[src/rtl/dilated_cache_pkg.sv]
// Shared types and index helpers for the dilated tap cache.
//   state_t   : controller states (CLEAR zero-fills history, RUN streams)
//   wrap_sub  : (head - offset) mod depth without negative intermediates
//   tap_slice : bit offset of tap k, channel c in a packed tap vector
package dilated_cache_pkg;

  typedef enum logic {CLEAR, RUN} state_t;

  // offset never exceeds depth, so one conditional add of depth is enough
  function automatic int wrap_sub(input int head, input int offset, input int depth);
    if (head < offset) return head + depth - offset;
    return head - offset;
  endfunction

  function automatic int tap_slice(input int k, input int c, input int nch, input int w);
    return (k * nch + c) * w;
  endfunction

endpackage

[src/rtl/dilated_tap_cache_if.sv]
// Stream bus between the producer, the tap cache and the downstream MAC.
//   in_valid/in_ready/inp : input vector handshake, channel c at inp[c*W +: W]
//   out_valid/out         : one-cycle pulse with K*C taps, tap k ch c at (k*C+c)*W
//   primed                : history is full, all taps hold real samples
interface dilated_tap_cache_if #(
  parameter int W = 16,
  parameter int C = 4,
  parameter int K = 4
);
  logic             in_valid;
  logic             in_ready;
  logic [C*W-1:0]   inp;
  logic             out_valid;
  logic [K*C*W-1:0] out;
  logic             primed;

  modport master (output in_valid, inp, input in_ready, out_valid, out, primed);
  modport slave  (input in_valid, inp, output in_ready, out_valid, out, primed);
endinterface

[src/rtl/tap_ring_mem.sv]
// History storage: DEPTH words of DW bits, one synchronous write port and
// NRD asynchronous read ports (registers / distributed RAM).
//   clk         : write clock
//   we/waddr/wdata : write port
//   raddr/rdata : NRD packed read ports, port r at [r*AW +: AW] / [r*DW +: DW]
module tap_ring_mem #(
  parameter int DEPTH = 6,
  parameter int DW    = 32,
  parameter int NRD   = 3,
  parameter int AW    = 3
) (
  input  logic              clk,
  input  logic              we,
  input  logic [AW-1:0]     waddr,
  input  logic [DW-1:0]     wdata,
  input  logic [NRD*AW-1:0] raddr,
  output logic [NRD*DW-1:0] rdata
);

  logic [DW-1:0] mem [DEPTH];

  always_ff @(posedge clk) begin
    if (we) mem[waddr] <= wdata;
  end

  for (genvar r = 0; r < NRD; r++) begin : g_rd
    assign rdata[r*DW +: DW] = mem[raddr[r*AW +: AW]];
  end

endmodule

[src/rtl/dilated_tap_cache.sv]
// Multi-channel activation cache for one dilated causal conv layer. Each
// accepted input vector is stored in a circular history and, one cycle
// later, K taps spaced DILATION samples apart are presented per channel.
//   clk, rst : clock and synchronous active-high reset (restarts zero-clear)
//   bus      : slave side of dilated_tap_cache_if
module dilated_tap_cache
  import dilated_cache_pkg::*;
#(
  parameter int W        = 16,
  parameter int C        = 4,
  parameter int K        = 4,
  parameter int DILATION = 16
) (
  input  logic                clk,
  input  logic                rst,
  dilated_tap_cache_if.slave  bus
);

  localparam int DEPTH = DILATION * (K - 1);
  localparam int AW    = $clog2(DEPTH) + 1;
  localparam int MAW   = (DEPTH > 1) ? $clog2(DEPTH) : 1;
  localparam int FW    = $clog2(DEPTH + 2);
  localparam int DW    = C * W;
  localparam int NRD   = K - 1;

  state_t state, state_nxt;
  logic [AW-1:0]     clr_addr;
  logic [AW-1:0]     write_head;
  logic [FW-1:0]     fill;
  logic              ready_p0;
  logic              accept;
  logic              we;
  logic [MAW-1:0]    waddr;
  logic [DW-1:0]     wdata;
  logic [NRD*MAW-1:0] raddr;
  logic [NRD*DW-1:0] rdata;
  logic [K*C*W-1:0]  taps_p0;
  logic [K*C*W-1:0]  out_p1;
  logic              vld_p1;
  logic              primed_p1;

  assign accept = bus.in_valid && ready_p0;

  always_comb begin
    state_nxt = state;
    we        = 1'b0;
    waddr     = write_head[MAW-1:0];
    wdata     = bus.inp;
    case (state)
      CLEAR: begin
        we    = 1'b1;
        waddr = clr_addr[MAW-1:0];
        wdata = '0;
        if (clr_addr == AW'(DEPTH - 1)) state_nxt = RUN;
      end
      RUN: we = accept;
      default: state_nxt = CLEAR;
    endcase
  end

  tap_ring_mem #(.DEPTH(DEPTH), .DW(DW), .NRD(NRD), .AW(MAW)) u_mem (
    .clk   (clk),
    .we    (we),
    .waddr (waddr),
    .wdata (wdata),
    .raddr (raddr),
    .rdata (rdata)
  );

  // Read port m-1 serves lag m; lag K-1 equals DEPTH and lands on write_head,
  // which still holds the oldest sample because the write happens at the edge.
  for (genvar m = 1; m <= NRD; m++) begin : g_raddr
    assign raddr[(m-1)*MAW +: MAW] = MAW'(wrap_sub(int'(write_head), m * DILATION, DEPTH));
  end

  // Stage p0: assemble taps from current input and pre-write history
  for (genvar k = 0; k < K; k++) begin : g_tap
    for (genvar c = 0; c < C; c++) begin : g_ch
      localparam int BASE = tap_slice(k, c, C, W);
      if (k == K - 1) begin : g_cur
        assign taps_p0[BASE +: W] = bus.inp[c*W +: W];
      end else begin : g_hist
        assign taps_p0[BASE +: W] = rdata[(K-2-k)*DW + c*W +: W];
      end
    end
  end

  // Stage p1: registered taps, valid pulse and primed flag
  always_ff @(posedge clk) begin
    if (rst) begin
      state      <= CLEAR;
      clr_addr   <= '0;
      write_head <= '0;
      fill       <= '0;
      ready_p0   <= 1'b0;
      vld_p1     <= 1'b0;
      primed_p1  <= 1'b0;
      out_p1     <= '0;
    end else begin
      state    <= state_nxt;
      ready_p0 <= (state_nxt == RUN);
      vld_p1   <= accept;
      if (state == CLEAR) clr_addr <= clr_addr + AW'(1);
      if (accept) begin
        out_p1     <= taps_p0;
        primed_p1  <= (fill >= FW'(DEPTH));
        if (fill != FW'(DEPTH + 1)) fill <= fill + FW'(1);
        write_head <= (write_head == AW'(DEPTH - 1)) ? '0 : write_head + AW'(1);
      end
    end
  end

  assign bus.in_ready  = ready_p0;
  assign bus.out_valid = vld_p1;
  assign bus.out       = out_p1;
  assign bus.primed    = primed_p1;

endmodule

[src/flat_wrapper.sv]
// flat-port wrapper written by rule: the top's interface ports become plain ports
module dilated_tap_cache_flat import dilated_cache_pkg::*;
#(
  parameter int W        = 16,
  parameter int C        = 4,
  parameter int K        = 4,
  parameter int DILATION = 16
)
  (clk, rst, bus_in_valid, bus_inp, bus_in_ready, bus_out_valid, bus_out, bus_primed);
  dilated_tap_cache_if #(.W(W), .C(C), .K(K)) bus_i ();
  input  logic clk;
  input  logic rst;
  input wire logic [$bits(bus_i.in_valid)-1:0] bus_in_valid;
  input wire logic [$bits(bus_i.inp)-1:0] bus_inp;
  output wire logic [$bits(bus_i.in_ready)-1:0] bus_in_ready;
  output wire logic [$bits(bus_i.out_valid)-1:0] bus_out_valid;
  output wire logic [$bits(bus_i.out)-1:0] bus_out;
  output wire logic [$bits(bus_i.primed)-1:0] bus_primed;
  assign bus_i.in_valid = bus_in_valid;
  assign bus_i.inp = bus_inp;
  assign bus_in_ready = bus_i.in_ready;
  assign bus_out_valid = bus_i.out_valid;
  assign bus_out = bus_i.out;
  assign bus_primed = bus_i.primed;
  dilated_tap_cache #(.W(W), .C(C), .K(K), .DILATION(DILATION)) u_core (.clk(clk), .rst(rst), .bus(bus_i));
endmodule
[config.mk]
export PLATFORM = sky130hd
export DESIGN_NAME = dilated_tap_cache_flat
export DESIGN_NICKNAME = d
export VERILOG_FILES = /design/src/rtl/dilated_cache_pkg.sv /design/src/rtl/dilated_tap_cache_if.sv /design/src/rtl/tap_ring_mem.sv /design/src/rtl/dilated_tap_cache.sv /design/src/flat_wrapper.sv
export SDC_FILE = /design/constraint.sdc
export NUM_CORES = 2
export LEC_CHECK = 0
export BUFFER_PORTS_ARGS = -buffer_cell sky130_fd_sc_hd__buf_2
export CAP_MARGIN = 40
export CORE_AREA = 2 2 687 689
export CTS_CLUSTER_SIZE = 25
export DETAILED_ROUTE_END_ITERATION = 8
export DIE_AREA = 0 0 689 691
export PLACE_DENSITY_LB_ADDON = 0.3
export SLEW_MARGIN = 20
export SYNTH_ARGS = -nofsm -noshare
export SYNTH_HDL_FRONTEND = slang
export SYNTH_SLANG_ARGS = --single-unit
export TNS_END_PERCENT = 30
[constraint.sdc]
create_clock -name clk -period 5 [get_ports clk]
set_input_delay 0.75 -clock clk [delete_from_list [all_inputs] [get_ports clk]]
set_output_delay 0.75 -clock clk [all_outputs]
set_load 0.05 [all_outputs]
==> impl_metrics.tcl <==
set metrics [dict create \
    crit_required_ns 5.85 \
    hold_end "u_core.bus.out[234]" \
    min_path_type "input pin to register" \
    placementRows 252 \
    final_nets 7800 \
    fin_skew_ns 0.0609 \
    min-delay-start "bus_inp[42]" \
    dr_total_vias 73873 \
    synth_top_area_cell "edfxtp_1" \
    dp_slack_ns 1.16 \
    holdPathStages 3 \
    hold_slack_ns 0.0704 \
    start_util_pct 27.9 \
    r2r-end "u_core.bus.out[162]" \
    crit_family "simple AND/OR/NAND/NOR gates" \
    rr_worst_depth 9 \
    leakage_uw 0.0512 \
    tritoncts "built" \
    worstPathCellList "inv_1 > ha_1 > or2_2 > a21oi_4 > and2_0 > buf_4 > nand2_1 > o22ai_1 > nor4b_1" \
    yosysUniqueCellTypes 76 \
    grt_use_total_pct 17.6 \
    setup_tns_ns 0 \
    cts-buffers-inserted 361 \
    status "finished clean" \
    setup_viol 0 \
    path_max_fanout 15 \
    endpoint_kind "register" \
    drive_above_1_share_pct 24.8 \
    gp_congestion 0.811 \
    gr-total-overflow 0 \
    clk_pin_slew_ns 0.06 \
    seq_area_frac_synth_pct 74.7 \
    worstSetupStartpointType "register" \
    yosys_most_used_dff "edfxtp_1" \
    wl_per_cell_um 30.5 \
    avgSynthCellArea_um2 18.4 \
    cts-htree-levels 5 \
    drtIter0Drc 8359 \
    worst_pin_slew_ns 1.08 \
    antenna_found_initial 38 \
    io_buffers 325 \
    yosysMostFrequentCell "edfxtp_1" \
    critPathSlowestCell "dfxtp_1" \
    avgViaCountPerCell 5.17 \
    yosysWarnings 0 \
    syn_inst 7110 \
    wl_um 435000 \
    hold_viol 0 \
    slew_violations 0 \
    synth_common_cells "3072 x edfxtp_1, 608 x nand2_1, 605 x mux4_2" \
    period_needed_ns 3.90 \
    reg2reg_slack_ns 1.10 \
    first_pass_iters 8 \
    synth_edf_count 3072 \
    max-slew-margin-rel_pct 28.1 \
    cp_num_buf_inv 2 \
    max_freq_mhz 257 \
    p_per_area_mw_per_mm2 373 \
    async_flop_share_pct 0 \
    die_h_um 691 \
    synth_top_cell_area_share_pct 70.4 \
    max_stage_delay_ns 0.72 \
    cts_buffer_depth 4 \
    cts-root-buf "clkbuf_16" \
    synth_area_leaders "edfxtp_1 70%, mux4_2 10%, dfxtp_1 4.3%" \
    drt_drc_violations_left 0 \
    syn_to_final_growth_pct 17.8 \
    grt_setup_unrepaired "false" \
    place_hpwl_um 256000 \
    pin_count 326 \
    grt_pass1_wl_um 596000 \
    fin_ws_ns 1.10 \
    cts_setup_buffers 0 \
    netlist_area_mm2 0.131 \
    critPathKind "register to register" \
    timing.final.crit_share_pct 78.0 \
    final_util_pct 32.9 \
    ys_seq_elements 3351 \
    die_x_um 689 \
    dieArea_mm2 0.476 \
    drv_cap 0 \
    ant_nets 0 \
    r2r-start "u_core.write_head[4]" \
    ir_drop_v 0.000260 \
    synth_nets 7183 \
    grt_max_degree 133 \
    grt_pass1_vias 73478 \
    n_fill_cell 44877 \
    worstPathArrival_ns 4.74 \
    clkLatencyLatePin_ns 0.99 \
    finalPower_uw 57500 \
    cts_sinks 3351 \
    coreArea_mm2 0.469 \
]
-- power by group --
group	switching, uW	internal [uW]
logic	511	247
clock network	11400	14900
registers	43.0	30300
-- through the flow --
stage          cells  area [um^2]
2_1_floorplan   7110       131000
4_1_cts        14248       154000
6_report       14276       154000
3_3_place_gp   13490       141000
3_5_place_dp   13529       142000
5_1_grt        14256       154000
-- per-layer routing --
layer  share of wire (%)  vias up  wire length (um)  GRT usage, %
met5              0.0076        -                33             0
met4                 3.6        4             15600          5.76
met3                 7.8      723             33800          3.31
met2                  47     3354            205000          28.7
met1                  42    39780            181000          23.8
li1                    -    30012                 -             -
-- layout make-up --
class	count	area, um^2	area share [%]
Sequential cell	3351	97900	63.4
Multi-Input combinational cell	3280	31000	20.1
Clock buffer	491	9910	6.42
Tap cell	6223	7790	5.05
Timing Repair Buffer	711	5790	3.75
Clock inverter	176	1740	1.13
Inverter	22	97.6	0.0633
Antenna cell	22	55.1	0.0357
-- registers in the layout (all words and copies together) (netlist names) --
register              cells
u_core.bus.out          256
u_core.bus.out_valid      1
u_core.bus.primed         1
u_core.clr_addr           7
u_core.fill               6
u_core.state              1
u_core.u_mem.mem       3072
u_core.write_head         7
-- layout by cell type (no fill, tap or decap), drive strengths merged, types with 25 or more instances in the layout --
| cell type | instances |
|---|---|
| mux2 | 74 |
| o221ai | 39 |
| nand2 | 608 |
| a31oi | 83 |
| and3 | 29 |
| a22oi | 68 |
| a21oi | 198 |
| and2 | 91 |
| clkbuf | 491 |
| buf | 659 |
| dfxtp | 279 |
| o22ai | 128 |
| dlygate4sd3 | 52 |
| clkinv | 139 |
| nor2 | 346 |
| nor3 | 51 |
| mux4 | 631 |
| or3 | 26 |
| nor4 | 40 |
| a2bb2oi | 39 |
| nor2b | 57 |
| mux2i | 267 |
| a211oi | 84 |
| a221oi | 59 |
| nand2b | 25 |
| edfxtp | 3072 |
| inv | 31 |
| o21ai | 111 |
-- worst max path at each step --
stage	startpoint	end	slack [ns]	depth (start not counted)
global route	u_core.write_head[4]	u_core.bus.out[162]	1.06	9
CTS	u_core.write_head[4]	u_core.bus.out[162]	1.16	9
floorplan	u_core.state	u_core.u_mem.mem[40][0]	-0.02	5
detailed placement	u_core.write_head[4]	u_core.bus.out[162]	1.16	9
finish	u_core.write_head[4]	u_core.bus.out[162]	1.10	9
global placement	bus_in_valid	u_core.u_mem.mem[47][11]	1.12	6
-- logic make-up after synthesis --
logic type                 share of synthesized area (%)
DFF                                                 74.7
and+or+nand+nor                                     4.48
muxes                                               13.6
AOI/OAI and AO/OA                                   5.05
buffers and inverters                               2.01
xor gates and xnor gates                           0.107
adders and majority gates                         0.0573
-- worst min-delay path, stage by stage --
cell	delay, ns
buf_2	0.13
nand2_1	0.06
a21oi_1	0.05
-- timing repair --
| action | 4_1_cts | 5_1_grt |
|---|---|---|
| hold buffers | 52 | 0 |
| gates resized for setup | 0 | 0 |
| hold endpoints to repair | 52 | 0 |
| endpoints found under the setup margin | 0 | 0 |
No activity file was read; power rests on OpenSTA's default activity.
